==> config.mk <==
export PLATFORM = sky130hd
export DESIGN_NAME = game_sequencer
export DESIGN_NICKNAME = d
export VERILOG_FILES = /design/src/rtl/ball_game_pkg.sv /design/src/rtl/frame_tick_gen.sv /design/src/rtl/game_sequencer.sv
export SDC_FILE = /design/constraint.sdc
export NUM_CORES = 1
export LEC_CHECK = 0
export BUFFER_PORTS_ARGS = -buffer_cell sky130_fd_sc_hd__buf_2
export CELL_PAD_IN_SITES_DETAIL_PLACEMENT = 1
export CELL_PAD_IN_SITES_GLOBAL_PLACEMENT = 1
export CORE_UTILIZATION = 39
export CTS_BUF_LIST = sky130_fd_sc_hd__clkbuf_8
export CTS_CLUSTER_SIZE = 28
export DETAILED_ROUTE_END_ITERATION = 16
export PLACE_DENSITY_LB_ADDON = 0.1
export SLEW_MARGIN = 20
export SYNTH_ARGS = -nofsm -noshare
export SYNTH_HDL_FRONTEND = slang
export SYNTH_SLANG_ARGS = --single-unit
==> constraint.sdc <==
create_clock -name clk -period 2.2 [get_ports clk]
set_input_delay 0.44 -clock clk [delete_from_list [all_inputs] [get_ports clk]]
set_output_delay 0.44 -clock clk [all_outputs]
set_load 0.1 [all_outputs]
==> src/rtl/ball_game_pkg.sv <==
// -----------------------------------------------------------------------------
// ball_game_pkg
// Shared definitions for the ball game sequencer:
//   - state_t      : sequencer state encoding (3 bits, codes 6/7 unused)
//   - *_DEF        : default values for the game_sequencer parameters
//   - CNT_W/cnt_t  : width and type of the frame counter
// -----------------------------------------------------------------------------
package ball_game_pkg;

    typedef enum logic [2:0] {
        S_IDLE  = 3'd0,
        S_SERVE = 3'd1,
        S_PLAY  = 3'd2,
        S_LOST  = 3'd3,
        S_CLEAR = 3'd4,
        S_OVER  = 3'd5
    } state_t;

    localparam int SERVE_FRAMES_DEF = 60;
    localparam int OVER_FRAMES_DEF  = 180;
    localparam int LOST_Y_DEF       = 240;

    localparam int CNT_W = 8;
    typedef logic [CNT_W-1:0] cnt_t;

endpackage

==> src/rtl/frame_tick_gen.sv <==
// -----------------------------------------------------------------------------
// frame_tick_gen
// Produces a single-clk pulse on the rising edge of the (clk-synchronous)
// vertical sync level, i.e. once per video frame.
//   clk    in  clock
//   reset  in  asynchronous, active-high reset
//   vsync  in  vertical sync level, already synchronous to clk
//   tick   out one-cycle pulse when vsync rises
// -----------------------------------------------------------------------------
module frame_tick_gen (
    input  logic clk,
    input  logic reset,
    input  logic vsync,
    output logic tick
);

    logic vsync_d;

    always_ff @(posedge clk or posedge reset) begin
        if (reset) begin
            vsync_d <= 1'b0;
        end else begin
            vsync_d <= vsync;
        end
    end

    // Rising edge: low last cycle, high now. Cleared vsync_d at reset means a
    // vsync already high when reset releases counts as a new frame.
    assign tick = vsync & ~vsync_d;

endmodule

==> src/rtl/game_sequencer.sv <==
// -----------------------------------------------------------------------------
// game_sequencer
// Top-level game flow controller for the ball/brick game. Walks through
// idle -> serve -> play -> (lost | clear) -> serve ... -> over -> idle, pacing
// every step on video frames.
//
// Parameters:
//   SERVE_FRAMES  frames the ball is held at the serve position before launch
//   OVER_FRAMES   frames the game-over screen is shown
//   LOST_Y        ball_y at or beyond which the ball counts as lost
//
// Ports:
//   clk            in   system/pixel clock
//   reset          in   asynchronous, active-high reset
//   vsync          in   vertical sync level (clk-synchronous)
//   start          in   start button level
//   ball_y         in   [8:0] current ball Y position
//   bricks_left    in   [7:0] remaining bricks
//   lives          in   [3:0] life count from the stats block
//   state          out  [2:0] current state code (see ball_game_pkg)
//   ball_hold      out  freeze the ball at the serve position
//   declives       out  one-cycle pulse: decrement lives
//   newgame        out  one-cycle pulse: reload lives and score
//   bricks_reload  out  one-cycle pulse: refill the brick array
//   game_over      out  high while in the game-over state
//   demo           out  (ATTRACT_DEMO_EN only) high while in idle
//
// Build option:
//   ATTRACT_DEMO_EN  when defined, idle runs an attract-mode demo: the ball
//                    moves freely, a lost ball just refills the bricks, and
//                    the demo output is added.
//
// All outputs come straight from flops; pulses are registered together with
// the state change that causes them, so e.g. declives is high on the first
// cycle that state reads S_LOST.
// -----------------------------------------------------------------------------
module game_sequencer
    import ball_game_pkg::*;
#(
    parameter int SERVE_FRAMES = SERVE_FRAMES_DEF,
    parameter int OVER_FRAMES  = OVER_FRAMES_DEF,
    parameter int LOST_Y       = LOST_Y_DEF
) (
    input  logic       clk,
    input  logic       reset,
    input  logic       vsync,
    input  logic       start,
    input  logic [8:0] ball_y,
    input  logic [7:0] bricks_left,
    input  logic [3:0] lives,
    output logic [2:0] state,
    output logic       ball_hold,
    output logic       declives,
    output logic       newgame,
    output logic       bricks_reload,
    output logic       game_over
`ifdef ATTRACT_DEMO_EN
    ,
    output logic       demo
`endif
);

`ifdef ATTRACT_DEMO_EN
    localparam logic DEMO_MODE = 1'b1;
`else
    localparam logic DEMO_MODE = 1'b0;
`endif

    localparam cnt_t       SERVE_LOAD = cnt_t'(SERVE_FRAMES - 1);
    localparam cnt_t       OVER_LOAD  = cnt_t'(OVER_FRAMES - 1);
    localparam logic [8:0] LOST_Y9    = 9'(LOST_Y);

    logic   frame_tick;
    logic   ball_lost;

    state_t state_q, state_d;
    cnt_t   cnt_q, cnt_d;
    // Remembers whether the ball was lost on the last life. Captured on the
    // tick that enters S_LOST, before the stats block applies declives.
    logic   last_life_q, last_life_d;

    logic   declives_d, newgame_d, reload_d;
    logic   hold_d;

    frame_tick_gen u_frame_tick (
        .clk   (clk),
        .reset (reset),
        .vsync (vsync),
        .tick  (frame_tick)
    );

    assign ball_lost = (ball_y >= LOST_Y9);

    // ---------------- next-state and pulse decode ----------------
    always_comb begin
        state_d     = state_q;
        cnt_d       = cnt_q;
        last_life_d = last_life_q;
        declives_d  = 1'b0;
        newgame_d   = 1'b0;
        reload_d    = 1'b0;

        case (state_q)
            S_IDLE: begin
                // Start is the one transition not paced by frames.
                if (start) begin
                    state_d   = S_SERVE;
                    cnt_d     = SERVE_LOAD;
                    newgame_d = 1'b1;
                    reload_d  = 1'b1;
                end else if (DEMO_MODE && frame_tick && ball_lost) begin
                    // Attract demo: a lost ball only refreshes the wall.
                    reload_d = 1'b1;
                end
            end

            S_SERVE: begin
                if (frame_tick) begin
                    if (cnt_q == '0) begin
                        state_d = S_PLAY;
                    end else begin
                        cnt_d = cnt_q - cnt_t'(1);
                    end
                end
            end

            S_PLAY: begin
                // Clearing the wall takes priority over a simultaneous loss,
                // so the last brick never costs a life.
                if (frame_tick) begin
                    if (bricks_left == 8'd0) begin
                        state_d  = S_CLEAR;
                        reload_d = 1'b1;
                    end else if (ball_lost) begin
                        state_d     = S_LOST;
                        declives_d  = 1'b1;
                        last_life_d = (lives <= 4'd1);
                    end
                end
            end

            S_LOST: begin
                if (frame_tick) begin
                    if (last_life_q) begin
                        state_d = S_OVER;
                        cnt_d   = OVER_LOAD;
                    end else begin
                        state_d = S_SERVE;
                        cnt_d   = SERVE_LOAD;
                    end
                end
            end

            S_CLEAR: begin
                if (frame_tick) begin
                    state_d = S_SERVE;
                    cnt_d   = SERVE_LOAD;
                end
            end

            S_OVER: begin
                if (frame_tick) begin
                    if (cnt_q == '0) begin
                        state_d = S_IDLE;
                    end else begin
                        cnt_d = cnt_q - cnt_t'(1);
                    end
                end
            end

            default: begin
                // Unused codes recover to idle immediately.
                state_d = S_IDLE;
                cnt_d   = '0;
            end
        endcase

        hold_d = (state_d != S_PLAY) && !(DEMO_MODE && (state_d == S_IDLE));
    end

    // ---------------- state and output registers ----------------
    always_ff @(posedge clk or posedge reset) begin
        if (reset) begin
            state_q       <= S_IDLE;
            cnt_q         <= '0;
            last_life_q   <= 1'b0;
            ball_hold     <= !DEMO_MODE;
            declives      <= 1'b0;
            newgame       <= 1'b0;
            bricks_reload <= 1'b0;
            game_over     <= 1'b0;
        end else begin
            state_q       <= state_d;
            cnt_q         <= cnt_d;
            last_life_q   <= last_life_d;
            ball_hold     <= hold_d;
            declives      <= declives_d;
            newgame       <= newgame_d;
            bricks_reload <= reload_d;
            game_over     <= (state_d == S_OVER);
        end
    end

`ifdef ATTRACT_DEMO_EN
    always_ff @(posedge clk or posedge reset) begin
        if (reset) begin
            demo <= 1'b1;
        end else begin
            demo <= (state_d == S_IDLE);
        end
    end
`endif

    assign state = state_q;

endmodule

## Word-level counts from Yosys, hierarchy flattened

Index checks and enable logic that the tools add are counted.

| cells by class | value |
|---|---|
| $add $sub $neg | 1 |
| $mul | 0 |
| divide/modulo/power cells | 0 |
| order comparisons | 2 |
| eq/ne operators | 12 |
| shift-type cells | 0 |
| multiplexer cells | 28 |
| bitwise operators | 4 |
| reduce and logical (&&, ||, !) cells | 6 |

Operator list:

| cell | number |
|---|---|
| $mux 8 | 6 |
| $pmux 8 s5 | 1 |
| $mux 3 | 11 |
| $pmux 3 s6 | 1 |
| $logic_not 8->1 | 2 |
| $eq 3x3->1 const B | 3 |
| $ge 9x8->1 const B | 1 |
| $mux 1 | 8 |
| $ne 2x2->1 const B | 4 |
| $sub 8x1->8 const B | 1 |
| $eq 3x2->1 const B | 2 |
| $reduce_and 6->1 | 1 |
| $le 4x1->1 const B | 1 |
| $reduce_and 4->1 | 1 |
| $eq 3x1->1 const B | 1 |
| $logic_not 3->1 | 1 |
| $ne 3x2->1 const B | 1 |
| $not 1->1 | 3 |
| $ne 2x1->1 const B | 1 |
| $pmux 1 s2 | 1 |
| $reduce_or 2->1 | 1 |
| $and 1x1->1 | 1 |

| word-level totals | value |
|---|---|
| register bits | 18 |
| latch bits | 0 |
| RAM bits | 0 |
| ROM bits | 0 |
| memories kept | 0 |

## Depth between registers and ports, before layout

| depth | value |
|---|---|
| depth in word-level cells | 6 |
| depth in mapped cells | 7 |
| mapped depth without buffers | 7 |

## Cells and area by module

From an unflattened synthesis, not the netlist that was laid out.

| unflattened totals | value |
|---|---|
| cells, all modules | 122 |
| area total of the unflattened synthesis | 1129.8 um^2 |

By module, submodules not included:

| module | instances | cells an instance | area each (um^2) | seq. area each (um^2) |
|---|---|---|---|---|
| game_sequencer | 1 | 119 | 1087.3 | 426.7 |
| frame_tick_gen | 1 | 3 | 42.5 | 25.0 |

## Worst setup path after synthesis

No wires, ideal clock.

| timing path | value |
|---|---|
| path type | reg-to-reg |
| start point | register state_q[1], in the netlist state[1] |
| end point | register cnt_q[4] |
| data arrival time | 1.957 ns |
| slack | 0.105 ns |
| cell stages (with the launch flop) | 6 |
| path buffers | 1 |
| clock period less this slack | 2.095 ns |
| cells stage by stage | dfrtp_1 -> buf_2 -> a21boi_0 -> a21oi_1 -> o21ai_0 -> o31ai_1 |

| between the ends | value |
|---|---|
| word-level cells in the longest chain between the ends | 4 |
| elaborated cells between the ends (all ways) | 15 |

Ends and longest elaborated chain:

| what | line | text |
|---|---|---|
| from (decl) | game_sequencer.sv:76 | `state_t state_q, state_d;` |
| from (signal assigned) | game_sequencer.sv:193 | `state_q <= state_d;` |
| $eq 3x3->1 or $eq 3x1->1 (tied branches) | game_sequencer.sv:103 | `case (state_q)` |
| $reduce_or 2->1 (no source line) | - |  |
| $ne 2x2->1 (no source line) or $ne 2x1->1 (tied branches) | - |  |
| $reduce_and 6->1 (no source line) | - |  |
| to (signal assigned) | game_sequencer.sv:194 | `cnt_q <= cnt_d;` |
| to (decl) | game_sequencer.sv:77 | `cnt_t cnt_q, cnt_d;` |

Several ways; a longest one is shown, not always the timed one.
A chain may end at the register's enable or synchronous reset.

## Final worst setup path

| timing path | value |
|---|---|
| start point | register cnt_q[0] |
| end point | register cnt_q[0] |

| between the ends | value |
|---|---|
| word-level cells in the longest chain between the ends | 4 |
| elaborated cells between the ends (all ways) | 7 |

Ends and longest elaborated chain:

| what | line | text |
|---|---|---|
| $sub 8x1->8 | game_sequencer.sv:122, game_sequencer.sv:166 |  |
| $mux 8 | game_sequencer.sv:119, game_sequencer.sv:163 |  |
| $mux 8 | game_sequencer.sv:118 | `if (frame_tick) begin` |
| $pmux 8 s5 | game_sequencer.sv:103 |  |

Several ways; a longest one is shown, not always the timed one. The select of a mux whose other input is x is not followed.

==> metrics.txt <==
result of the run finished, final reports clean; placed wire-length estimate after detailed placement 2310 um; diode insertion count for antenna repair 0; Post-CTS Resized 0; flops & latches, synth 18; Area growth syn-to-layout 21.1%; fraction of final layout cells with drive strength greater than 1 28.4%; register containing the most flip-flops in the final layout cnt_q; router iterations before antenna repair 4; buffer type at the clock tree root sky130_fd_sc_hd__clkbuf_8; Critical Path End Type flop; syn nets 144; Worst slew margin 52.0%; leftover overflow at the end of global routing 0; biggest cell delay along the critical path 440 ps; die width 54.9 um; ranking of synthesized cells by area sky130_fd_sc_hd__dfrtp_1 39%, sky130_fd_sc_hd__o21ai_0 5.1%, sky130_fd_sc_hd__a21oi_1 4.6%; Largest register FFs 8; detail-routed via count per cell 5.77; nets 176; Max Root-Sink Buffers 2; Startpoint Class flop; Cell Area, Synth 1090 um^2; Die Y 54.9 um; top library cells by usage in the layout, fill and taps aside 27 x sky130_fd_sc_hd__buf_2, 17 x sky130_fd_sc_hd__dfrtp_1, 11 x sky130_fd_sc_hd__o21ai_0; clock tree sinks 18; global placement routability congestion roughly 0.81; final setup vio count 0; FFs w/ async S/R, synth 100%; Worst VDD drop a little over 0.7 mV; classification of the worst setup path flop to flop; portion of the clock cycle consumed by the worst path in the final layout 84.4%; maximum number of pins on one net before global-route repair 19; accumulated negative setup slack 0 ps; CTS tree yes; Leakage Power 0.592 nW; P per Cell Area 969 nW/um^2; most frequent standard cell in the layout excluding fill and tap cells sky130_fd_sc_hd__buf_2; kind of cell adding the most delay to the critical path compound AO/OA/AOI/OAI gates; number of global-route vias before repair 1033; Total Routing Usage GR a little under a quarter; post-synthesis cell type count 40; clk_skew 6.51 ps; total number of H-tree levels 1; buffering stage count on the worst path with inverters included 1; Synth Area per Inst 9.31 um^2; Clock Latency Late Sink 260 ps; Worst EP arrival 2010 ps; Core Util, Final 51.4%; hold_buf cts 0; Top FF cell, synth sky130_fd_sc_hd__dfrtp_1; drt drc 0; maximum frequency from static timing analysis 539 MHz; clock transition at the register clock pins on the worst setup and hold paths after CTS 80 ps; wire per inst around 16 um; global-route wire length before repair 4740 um; setup repair after global routing missed its margin no; critical path required time roughly 2400 ps; post-synth top area share 39.0%; cell taking the most area after synthesis sky130_fd_sc_hd__dfrtp_1; Initial Util between 40% and 50%; detailed-route wire length 2930 um; number of DRC violations after detailed-routing iteration 0 14; max cap viols 0; number of placement rows 18; Crit Path Max Fanout 8; Die Area around 3000 um^2; Slew Limit Fails 0; core footprint 2570 um^2; antenna violations before repair 0; class of the tightest hold or removal check input port to async pin; synthesis warning total 0; cell with the largest stage delay on the worst path sky130_fd_sc_hd__dfrtp_1; number of CTS-inserted buffers 3; cell chain of the critical path inv_1 > ha_1 > nor3b_4 > a21oi_1 > o221ai_4 > a211oi_1 > a21o_1; detailed-route via count between 1000 and 1500; Worst-Margin Slew ~720 ps; total count of hold-check failures in the final report 0; Post-synth EDFFs 0; number of top-level pins 33; Buffers on Ports 27; final critical delay including setup and external delays 1860 ps; ANT nets after route 0; number of instances in the synthesized netlist 117; sequential element share of the synthesized area 41.4%; count of buffers added by post-CTS timing repair for setup 0
==> per-layer routing <==
| metal | track usage [%] | wire [um] | part of all wire [%] | vias to the layer above |
|---|---|---|---|---|
| met1 | 30.2 | 1390 | 48 | 504 |
| met3 | 3.33 | 92 | 3.1 | 4 |
| met5 | 0 | 0 | 0 | - |
| met4 | 7.26 | 24 | 0.82 | 0 |
| li1 | - | - | - | 499 |
| met2 | 37.6 | 1420 | 48 | 20 |
==> kinds of logic after synthesis <==
| logic type | after synthesis | synth area share (%) |
|---|---|---|
| DFF | 18 | 41.4 |
| and+or+nand+nor | 43 | 24.1 |
| buffers and inverters | 9 | 3.33 |
| AOI/OAI and AO/OA | 45 | 28.8 |
| adders and majority gates | 2 | 2.30 |
==> stage by stage <==
stage	cells	hold WS [ps]	setup WS (ps)	total power, mW	area [um^2]
finish	178	288	344	1.28	1320
global route	178	304	216	1.35	1320
CTS	178	302	347	1.29	1320
detailed placement	174	562	347	1.04	1270
global placement	174	547	404	1.01	1270
floorplan	117	378	105	0.894	1090
==> final timing paths <==
path | startpoint | endpoint | slack (ps) | cells past startpoint
setup reg to reg | cnt_q[0] | cnt_q[0] | 340 | 7
max in group asynchronous | reset | declives | 1450 | 2
setup / recovery | cnt_q[0] | cnt_q[0] | 340 | 7
min in group clk | vsync | u_frame_tick.vsync_d | 310 | 1
hold / removal | reset | cnt_q[6] | 290 | 2
hold reg to reg | cnt_q[6] | cnt_q[6] | 570 | 1
==> area by class of cell <==
| cell class | instances | area, um^2 |
|---|---|---|
| flip-flops and latches | 18 | 452 |
| inverters | 5 | 18.8 |
| repair buffers | 31 | 165 |
| clock inverters | 1 | 3.75 |
| fillers | 322 | 1250 |
| well taps | 30 | 37.5 |
| multi-input cells | 90 | 602 |
| clock buffers | 3 | 41.3 |
==> synthesized netlist by cell type (2+ instances only) <==
cell type                   count
sky130_fd_sc_hd__dfrtp_1       17
sky130_fd_sc_hd__o21ai_0       11
sky130_fd_sc_hd__a21oi_1       10
sky130_fd_sc_hd__nor2_1         8
sky130_fd_sc_hd__nor3_1         6
sky130_fd_sc_hd__inv_1          5
sky130_fd_sc_hd__nand2_1        5
sky130_fd_sc_hd__nand2b_1       4
sky130_fd_sc_hd__a31oi_1        3
sky130_fd_sc_hd__nand3_1        3
sky130_fd_sc_hd__nor2b_1        3
sky130_fd_sc_hd__nor4_1         3
sky130_fd_sc_hd__o21bai_1       3
sky130_fd_sc_hd__a211oi_1       2
sky130_fd_sc_hd__a21o_1         2
sky130_fd_sc_hd__a2bb2oi_1      2
sky130_fd_sc_hd__a41oi_1        2
sky130_fd_sc_hd__and3_1         2
sky130_fd_sc_hd__buf_2          2
sky130_fd_sc_hd__clkbuf_1       2
sky130_fd_sc_hd__ha_1           2
sky130_fd_sc_hd__o31ai_1        2
==> worst reg2reg max path, stage by stage, from the launching register on <==
cell	delay, ps
sky130_fd_sc_hd__dfrtp_1	440
sky130_fd_sc_hd__inv_1	120
sky130_fd_sc_hd__ha_1	180
sky130_fd_sc_hd__nor3b_4	300
sky130_fd_sc_hd__a21oi_1	170
sky130_fd_sc_hd__o221ai_4	270
sky130_fd_sc_hd__a211oi_1	90
sky130_fd_sc_hd__a21o_1	170
==> power by group <==
group	internal, mW	switching [mW]
sequential	0.404	0.122
combinational	0.199	0.312
clock	0.124	0.119
(Power assumes the default switching activity.)
